<file path="config.mk">
export PLATFORM = sky130hd
export DESIGN_NAME = mux_scan_ctrl
export DESIGN_NICKNAME = d
export VERILOG_FILES = /design/src/rtl/mux_scan_pkg.sv /design/src/rtl/mux_scan_next_ch.sv /design/src/rtl/mux_scan_ctrl.sv
export SDC_FILE = /design/constraint.sdc
export NUM_CORES = 1
export LEC_CHECK = 0
export BUFFER_PORTS_ARGS = -buffer_cell sky130_fd_sc_hd__buf_4
export CORE_ASPECT_RATIO = 1.75
export CORE_MARGIN = 2
export CORE_UTILIZATION = 56
export DETAILED_ROUTE_END_ITERATION = 12
export HOLD_SLACK_MARGIN = 0.05
export PLACE_DENSITY = 0.77
export SYNTH_ARGS = -nofsm -noshare
export SYNTH_HDL_FRONTEND = slang
export SYNTH_HIERARCHICAL = 1
export SYNTH_SLANG_ARGS = --single-unit
</file>
<file path="constraint.sdc">
create_clock -name clk -period 3.85 [get_ports clk]
set_clock_uncertainty 0.1 [all_clocks]
set_input_delay 0 -clock clk [delete_from_list [all_inputs] [get_ports clk]]
set_output_delay 0 -clock clk [all_outputs]
set_load 0.05 [all_outputs]
</file>
<file path="src/rtl/mux_scan_pkg.sv">
// mux_scan_pkg: shared types and sizes for the mux_scan_ctrl slice.
//  state_t  : sequencer states
//  SET_W    : settle count width (settle input)
//  DWL_W    : dwell counter width (max window 2**15)
//  ACC_EXT  : accumulator headroom; accumulator is RES+ACC_EXT bits
//  acc_w()  : accumulator width for a given data width
package mux_scan_pkg;

  typedef enum logic [1:0] {
    ST_IDLE,
    ST_SETTLE,
    ST_DWELL
  } state_t;

  localparam int unsigned SET_W   = 8;
  localparam int unsigned DWL_W   = 16;
  localparam int unsigned RES_DEF = 14;
  localparam int unsigned ACC_EXT = 15;
  localparam int unsigned ACC_W   = RES_DEF + ACC_EXT;

  function automatic int unsigned acc_w(input int unsigned res);
    return res + ACC_EXT;
  endfunction

endpackage

</file>
<file path="src/rtl/mux_scan_next_ch.sv">
// mux_scan_next_ch: next enabled channel search.
//  mask : channel enable mask
//  cur  : current channel
//  nxt  : lowest set bit of mask strictly above cur, else lowest set bit
//  wrap : 1 when the search wrapped (no set bit above cur)
module mux_scan_next_ch (
  input  logic [15:0] mask,
  input  logic [3:0]  cur,
  output logic [3:0]  nxt,
  output logic        wrap
);

  logic [3:0] above;
  logic [3:0] lowest;
  logic       found;

  always_comb begin
    above  = '0;
    lowest = '0;
    found  = 1'b0;
    for (int unsigned i = 0; i < 16; i++) begin
      if (mask[i] && !found && (i > 32'(cur))) begin
        above = 4'(i);
        found = 1'b1;
      end
    end
    for (int unsigned i = 16; i > 0; i--) begin
      if (mask[i-1]) lowest = 4'(i - 1);
    end
    wrap = !found;
    nxt  = found ? above : lowest;
  end

endmodule

</file>
<file path="src/rtl/mux_scan_ctrl.sv">
// mux_scan_ctrl: round-robin sequencer for a 16:1 registered signal muxer.
// Per enabled channel: settle (settle+MUX_LAT cycles), dwell (2**dwell_log2
// samples), then one result cycle carrying dat_vld.
// Optional feature macro: MUX_SCAN_AVG_EN (dat_o = floor average of the dwell
// window); undefined -> dat_o = last dwell sample.
//  clk, rst         : clock, asynchronous active-high reset
//  en, mask         : scan enable level, channel enable mask
//  settle           : extra settle cycles after a sel change
//  dwell_log2       : dwell window exponent
//  dat_i            : muxer output (signed)
//  sel              : muxer select
//  dat_o, dat_ch    : channel result and its index
//  dat_vld          : result strobe
//  scan_done        : strobe with the result of the last channel of a scan
//  busy             : state other than IDLE
module mux_scan_ctrl
  import mux_scan_pkg::*;
#(
  parameter int RES     = 14,
  parameter int MUX_LAT = 1
) (
  input  logic                  clk,
  input  logic                  rst,
  input  logic                  en,
  input  logic [15:0]           mask,
  input  logic [7:0]            settle,
  input  logic [3:0]            dwell_log2,
  input  logic signed [RES-1:0] dat_i,
  output logic [3:0]            sel,
  output logic signed [RES-1:0] dat_o,
  output logic [3:0]            dat_ch,
  output logic                  dat_vld,
  output logic                  scan_done,
  output logic                  busy
);

  localparam int unsigned SCNT_W = $clog2(255 + MUX_LAT);

  state_t             state;
  logic [3:0]         ch;
  logic [3:0]         nxt_q;
  logic [SET_W-1:0]   set_q;
  logic [3:0]         dl_q;
  logic [SCNT_W-1:0]  scnt;
  logic [DWL_W-1:0]   dcnt;
  logic               fin;

  logic               start_ok;
  logic [3:0]         cur;
  logic [3:0]         nxt;
  logic               wrap;
  logic               settle_end;
  logic               dwell_end;
  logic               go_settle;
  logic               sample;
  logic signed [RES-1:0] result;

  assign start_ok   = en && (mask != '0);
  // From IDLE, searching above 15 yields the lowest set bit.
  assign cur        = (state == ST_IDLE) ? 4'hF : ch;
  assign settle_end = (scnt == (SCNT_W'(set_q) + SCNT_W'(MUX_LAT - 1)));
  assign dwell_end  = (dcnt == ((DWL_W'(1) << dl_q) - DWL_W'(1)));
  assign go_settle  = start_ok && ((state == ST_IDLE) || ((state == ST_DWELL) && fin));
  assign sample     = (state == ST_DWELL) && !fin;

  mux_scan_next_ch u_next (
    .mask (mask),
    .cur  (cur),
    .nxt  (nxt),
    .wrap (wrap)
  );

`ifdef MUX_SCAN_AVG_EN
  localparam int unsigned AW = acc_w(RES);

  logic signed [AW-1:0] acc;
  logic signed [AW-1:0] acc_sum;
  logic signed [AW-1:0] avg;

  assign acc_sum = acc + {{(AW - RES){dat_i[RES-1]}}, dat_i};
  assign avg     = acc_sum >>> dl_q;
  assign result  = RES'(avg);

  always_ff @(posedge clk or posedge rst) begin
    if (rst) begin
      acc <= '0;
    end else if (go_settle) begin
      acc <= '0;
    end else if (sample) begin
      acc <= acc_sum;
    end
  end
`else
  assign result = dat_i;
`endif

  always_ff @(posedge clk or posedge rst) begin
    if (rst) begin
      state     <= ST_IDLE;
      ch        <= '0;
      nxt_q     <= '0;
      set_q     <= '0;
      dl_q      <= '0;
      scnt      <= '0;
      dcnt      <= '0;
      fin       <= 1'b0;
      sel       <= '0;
      dat_o     <= '0;
      dat_ch    <= '0;
      dat_vld   <= 1'b0;
      scan_done <= 1'b0;
      busy      <= 1'b0;
    end else begin
      dat_vld   <= 1'b0;
      scan_done <= 1'b0;
      case (state)
        ST_IDLE: begin
          if (go_settle) begin
            ch    <= nxt;
            sel   <= nxt;
            set_q <= settle;
            dl_q  <= dwell_log2;
            scnt  <= '0;
            busy  <= 1'b1;
            state <= ST_SETTLE;
          end
        end
        ST_SETTLE: begin
          if (settle_end) begin
            dcnt  <= '0;
            state <= ST_DWELL;
          end else begin
            scnt <= scnt + SCNT_W'(1);
          end
        end
        ST_DWELL: begin
          // fin marks the result cycle that follows the last dwell sample;
          // it stays in DWELL so the FSM keeps three states.
          if (fin) begin
            fin <= 1'b0;
            if (go_settle) begin
              ch    <= nxt_q;
              sel   <= nxt_q;
              set_q <= settle;
              dl_q  <= dwell_log2;
              scnt  <= '0;
              state <= ST_SETTLE;
            end else begin
              busy  <= 1'b0;
              state <= ST_IDLE;
            end
          end else begin
            dcnt <= dcnt + DWL_W'(1);
            if (dwell_end) begin
              fin       <= 1'b1;
              dat_vld   <= 1'b1;
              dat_ch    <= ch;
              dat_o     <= result;
              scan_done <= wrap;
              nxt_q     <= nxt;
            end
          end
        end
        default: begin
          busy  <= 1'b0;
          state <= ST_IDLE;
        end
      endcase
    end
  end

endmodule
</file>
# Yosys cells after proc, flatten, opt, wreduce, memory -nomap -nowiden
# Cells that the tools add are included.
dict set report classes {
  bitwise 2
  n_shift 1
  n_eq_ne 11
  add_sub_neg 3
  n_lt_le_gt_ge 15
  n_reduce_logical 60
  n_mux 80
}
# cell n
set op_table {}
lappend op_table {{$mux 4} 37}
lappend op_table {{$mux 8} 5}
lappend op_table {{$gt 4x4->1 const A} 8}
lappend op_table {{$logic_and 1x1->1} 32}
lappend op_table {{$mux 16} 2}
lappend op_table {{$pmux 16 s2} 1}
lappend op_table {{$mux 1} 26}
lappend op_table {{$pmux 8 s3} 1}
lappend op_table {{$add 16x1->16 const B} 1}
lappend op_table {{$eq 16x16->1} 1}
lappend op_table {{$gt 3x4->1 const A} 4}
lappend op_table {{$pmux 4 s2} 2}
lappend op_table {{$pmux 8 s2} 1}
lappend op_table {{$reduce_bool 16->1} 1}
lappend op_table {{$shl 1x4->16 const A} 1}
lappend op_table {{$sub 16x1->16 const B} 1}
lappend op_table {{$logic_not 1->1} 15}
lappend op_table {{$ne 2x2->1 const B} 7}
lappend op_table {{$reduce_and 3->1} 4}
lappend op_table {{$add 8x1->8 const B} 1}
lappend op_table {{$eq 8x8->1} 1}
lappend op_table {{$gt 2x4->1 const A} 2}
lappend op_table {{$reduce_and 4->1} 2}
lappend op_table {{$mux 2} 3}
lappend op_table {{11 further kinds} 13}
dict set report word_totals {
  inputBits 45
  out_inout_bits 25
  elab_cells 185
  reg_bits 68
}

# Logic depth before layout (Yosys ltp)
dict set report logic_depth {
  ltp_word 65
  mapped_depth 13
  ltp_nobuf 10
}

# Modules after synthesis
# The synthesis kept the hierarchy.
# mod area_each_um2 instances cells_per_inst
set modules_own_cells {}
lappend modules_own_cells {mux_scan_ctrl 3668.5 1 368}
lappend modules_own_cells {mux_scan_next_ch 591.8 1 98}

# Least setup slack after synthesis
# No wires, ideal clock.
dict set report synth_timing {
  path_kind {reg-to-reg}
  from {register dl_q[1]}
  to {register dat_ch[3]}
  synth_period_minus_slack_ns 2.885
  path_buffers 4
  required_ns 3.625
  path_slack_ns 0.965
  arrival_ns 2.660
  stages_incl_launch_ff 14
  cell_sequence {dfrtp_1 > buf_4 > buf_2 > nor2_1 > nand2_1 > ha_1 > buf_2 > xor2_1 > a221oi_1 > a21oi_1 > a2111oi_4 > nand4_4 > buf_6 > mux2_4}
}
dict set report synth_via {
  elab_chain_cells 4
}
# item line
set synth_rtl {}
lappend synth_rtl {{from (decl)} mux_scan_ctrl.sv:43} ;# logic [3:0] dl_q;
lappend synth_rtl {{from (signal assigned)} mux_scan_ctrl.sv:122} ;# dl_q <= dwell_log2;
lappend synth_rtl {{from (signal assigned)} mux_scan_ctrl.sv:145} ;# dl_q <= dwell_log2;
lappend synth_rtl {{$shl 1x4->16} mux_scan_ctrl.sv:62} ;# assign dwell_end = (dcnt == ((DWL_W'(1) << dl_q) - DWL_W'(1)));
lappend synth_rtl {{$sub 16x1->16} mux_scan_ctrl.sv:62}
lappend synth_rtl {{$eq 16x16->1} mux_scan_ctrl.sv:62}
lappend synth_rtl {{$reduce_and 3->1 (no line)} --}
lappend synth_rtl {{to (signal assigned)} mux_scan_ctrl.sv:157} ;# dat_ch <= ch;
lappend synth_rtl {{to (decl)} mux_scan_ctrl.sv:31} ;# output logic [3:0] dat_ch,
# Every way passes these cells.
# A chain may end at the register's enable or synchronous reset.

# Worst setup path after layout
dict set report layout_timing {
  from {register dl_q[2]}
  to {register dat_ch[1]}
}
# The elaborated chain is that of the path after synthesis.

==> impl_results.md <==
* # Post-CTS Setup Buffers at 0
* Global-route wire length before repair at 19.4 mm
* Worst skew pair latency at ~0.33 ns
* DRC viols at 0
* Top Ports at 70
* Fraction of final layout cells sized beyond drive strength 1 at 0.234
* Critical path data required time at 3.96 ns
* Peak supply drop at 0.000423 V
* Most frequent standard cell in the layout excluding fill and tap cells: sky130_fd_sc_hd__buf_4
* Register cell area after layout at 1700 µm²
* Flip-flop and latch count after synthesis at 68
* Via count at 3880
* Worst Path Class, Setup: register to register
* Summed negative setup slack over all endpoints at 0 ns
* Clk root buf: sky130_fd_sc_hd__clkbuf_16
* Proportion of synthesized flip-flops having asynchronous set or reset at 1.00
* First-pass DRT Iterations at 6
* Number of clock buffers inserted by TritonCTS at 9
* Share of synthesized area occupied by flip-flops and latches at 0.399
* Number of synthesized flops with an enable pin at 0
* Largest fanout on the critical path at 23
* Total number of yosys warnings at 6
* Max transition margin at 0.383
* Setup-violating endpoint count in the final report at 0
* Number of sinks driven by the clock tree at between 60 and 70
* WL per Instance at around 18 µm
* Lkg Pwr at around 2.5 nW
* Worst-case register-to-register setup slack at 0.63 ns
* Number of failing hold endpoints at the final stage at 0
* Relative area change from synthesis to final layout at 27.5%
* Detailed-route wire length at between 10 and 15 mm
* Antenna diode instance count at 0
* R2R depth at 10
* Launch point of the worst reg-to-reg path: dl_q[2]
* Die outline area at 8350 µm²
* Initial Util at 0.571
* Fin worst setup slack at 0.635 ns
* Crit share post-route at 0.835
* Placeable Area at 7460 µm²
* Time the worst path needs with I/O delays and setup at approximately 3.2 ns
* Cell row count at 42
* Mapped Cells at 466
* Total count of max-transition violations in the final report at 0
* Fillers at 545
* Post-route antenna net violation count at 0
* Netlist cell types at 67
* Worst-case setup slack after placement at 0.638 ns
* TritonCTS clock tree: built
* Buffer levels on the longest clock path at 2
* Area of combinational cells with multiple inputs at 2370 µm²
* CTS clk-pin slew, worst paths at roughly 0.060 ns
* Netlist area before placement at 4260 µm²
* Start point of the critical path: dl_q[2]
* Commonest cells after routing, fill and taps aside: 77 x sky130_fd_sc_hd__buf_4, 70 x sky130_fd_sc_hd__nand2_1, 68 x sky130_fd_sc_hd__dfrtp_1
* Arrival time of data at the critical path endpoint at 3.33 ns
* Maximum capacitance violations at 0
* # nets final at 604
* Number of I/O port buffers at 69
* Syn Area/Cell at 9.14 µm²
* Capture point of the worst path: dat_ch[1]
* GRT overflow at 0
* H-tree depth reported by CTS at 3
* Outcome: completed
* Power density normalized to cell area at 341 nW/µm²
* Number of antenna violations at the first check in global routing at 0
* Chip Height at ~120 µm
* Count of routing violations after the opening detailed-route iteration at 293
* Worst setup EP type: register
* Number of global-route vias before repair at around 4000
* Largest net degree at the start of global routing at 51
* Slew at the pin closest to its max-slew limit at 0.918 ns
* Most used flip-flop cell after synthesis: sky130_fd_sc_hd__dfrtp_1
* RSZ-0062 raised after global routing: false
* Max Fclk at 311 MHz
* Global placement routability congestion at 0.923
* Path type of the worst min-delay path: input port to register
* Global-route usage over all layers at 0.296
* Chip width at around 70 µm
* Post-detailed-route via-to-cell ratio at 5.98
* Kind of start point of the critical path: register
* Half-perimeter wire length of the detailed placement result at 8.03 mm
* Worst flop-to-flop path endpoint: dat_ch[1]
* Post-synthesis net count at about 510
-- cell families (layout without fill, tap and decap cells) --
group           after synthesis  count (layout)  share of synthesized area
mux                          28              28                     0.0890
simple gates                204             204                      0.243
buf+inv                      40             135                     0.0449
flops                        68              68                      0.399
fa+ha+maj                     3               3                    0.00881
xor+xnor                     27              27                     0.0555
compound gates               96              96                      0.159
-- metal layers --
metal	global-route usage	wire [µm]	up-vias	share of wire
met5	0	0	-	0
met4	0.142	441	0	0.037
met3	0.0448	450	37	0.038
met2	0.557	6730	135	0.57
met1	0.315	4230	1869	0.36
li1	-	-	1839	-
-- report_power, final --
group	switching (mW)	total [mW]	leakage, nW	internal (mW)
Sequential	0.00673	0.731	0.885	0.725
Combinational	0.0942	0.178	1.47	0.0840
Clock	0.309	0.942	0.167	0.633
Total	0.410	1.85	2.52	1.44
-- state kept, by name (all words and copies together), names as in the netlist --
| register | count |
|---|---|
| busy | 1 |
| dat_ch | 4 |
| dat_o | 14 |
| scnt | 8 |
| ch | 4 |
| dcnt | 16 |
| dat_vld | 1 |
| state | 2 |
| scan_done | 1 |
| nxt_q | 4 |
| set_q | 8 |
| fin | 1 |
| dl_q | 4 |
-- worst max-delay path: stages (launching register included) --
cell and delay [ns]:
sky130_fd_sc_hd__dfrtp_1 0.52, sky130_fd_sc_hd__nor3_1 0.33, sky130_fd_sc_hd__nand2_1 0.10, sky130_fd_sc_hd__ha_1 0.35, sky130_fd_sc_hd__xor2_1 0.22, sky130_fd_sc_hd__a221oi_1 0.23, sky130_fd_sc_hd__a21oi_1 0.12, sky130_fd_sc_hd__a2111oi_4 0.37
sky130_fd_sc_hd__nand4_4 0.12, sky130_fd_sc_hd__buf_4 0.28, sky130_fd_sc_hd__mux2_4 0.34
-- cell usage after synthesis (all sizes together) (6+ instances only) --
cell type  instances  area (µm²)
a21oi             21         105
buf               16         101
clkbuf            10        37.5
dfrtp             68        1700
inv               14        52.6
mux2              22         319
mux2i              6        60.1
nand2             70         263
nand2b            13        81.3
nand3              6        30.0
nand4             12        90.1
nor2              43         161
nor2b              7        43.8
nor3              10        50.1
nor4              10        62.6
o21ai             22         110
o21bai             6        45.0
or3                6        42.5
xnor2             13         114
xor2              14         123
-- worst min-delay path by stage --
| stage | from | end | slack (ns) | cells after the start |
|---|---|---|---|---|
| 3_3_place_gp | rst | dat_o[9] | -0.09 | 2 |
| 5_1_grt | mask[15] | scan_done | 0.14 | 4 |
| 4_1_cts | mask[15] | scan_done | 0.1 | 4 |
| 2_1_floorplan | dwell_log2[0] | dl_q[0] | 0.005 | 2 |
| 3_5_place_dp | rst | dat_o[9] | -0.09 | 2 |
| 6_report | mask[15] | scan_done | 0.11 | 4 |
-- cell type report --
type                       count  share of cell area
sequential                    68               0.313
clock buffer                  10              0.0422
clock inverter                 6              0.0207
tap                           88              0.0203
timing repair buffer         105               0.158
inverter                      14             0.00968
multi-input combinational    358               0.436
-- repair_timing --
item                                    4_1_cts  5_1_grt
endpoints found under the setup margin        0        0
endpoints found under the hold margin        46        0
hold buffers                                 28        0
gates resized for setup                       0        0
-- through the flow --
step	utilization	hold WS [ns]	total power, mW	cells	instance area, µm²
4_1_cts	0.728	0.0994	1.86	649	5430
3_3_place_gp	0.645	-0.0944	0.892	605	4810
6_report	0.728	0.112	1.85	649	5430
5_1_grt	0.728	0.136	1.90	649	5430
2_1_floorplan	-	0.00544	0.819	466	4260
3_5_place_dp	0.645	-0.0880	0.894	605	4810
(Power assumes the default switching activity.)
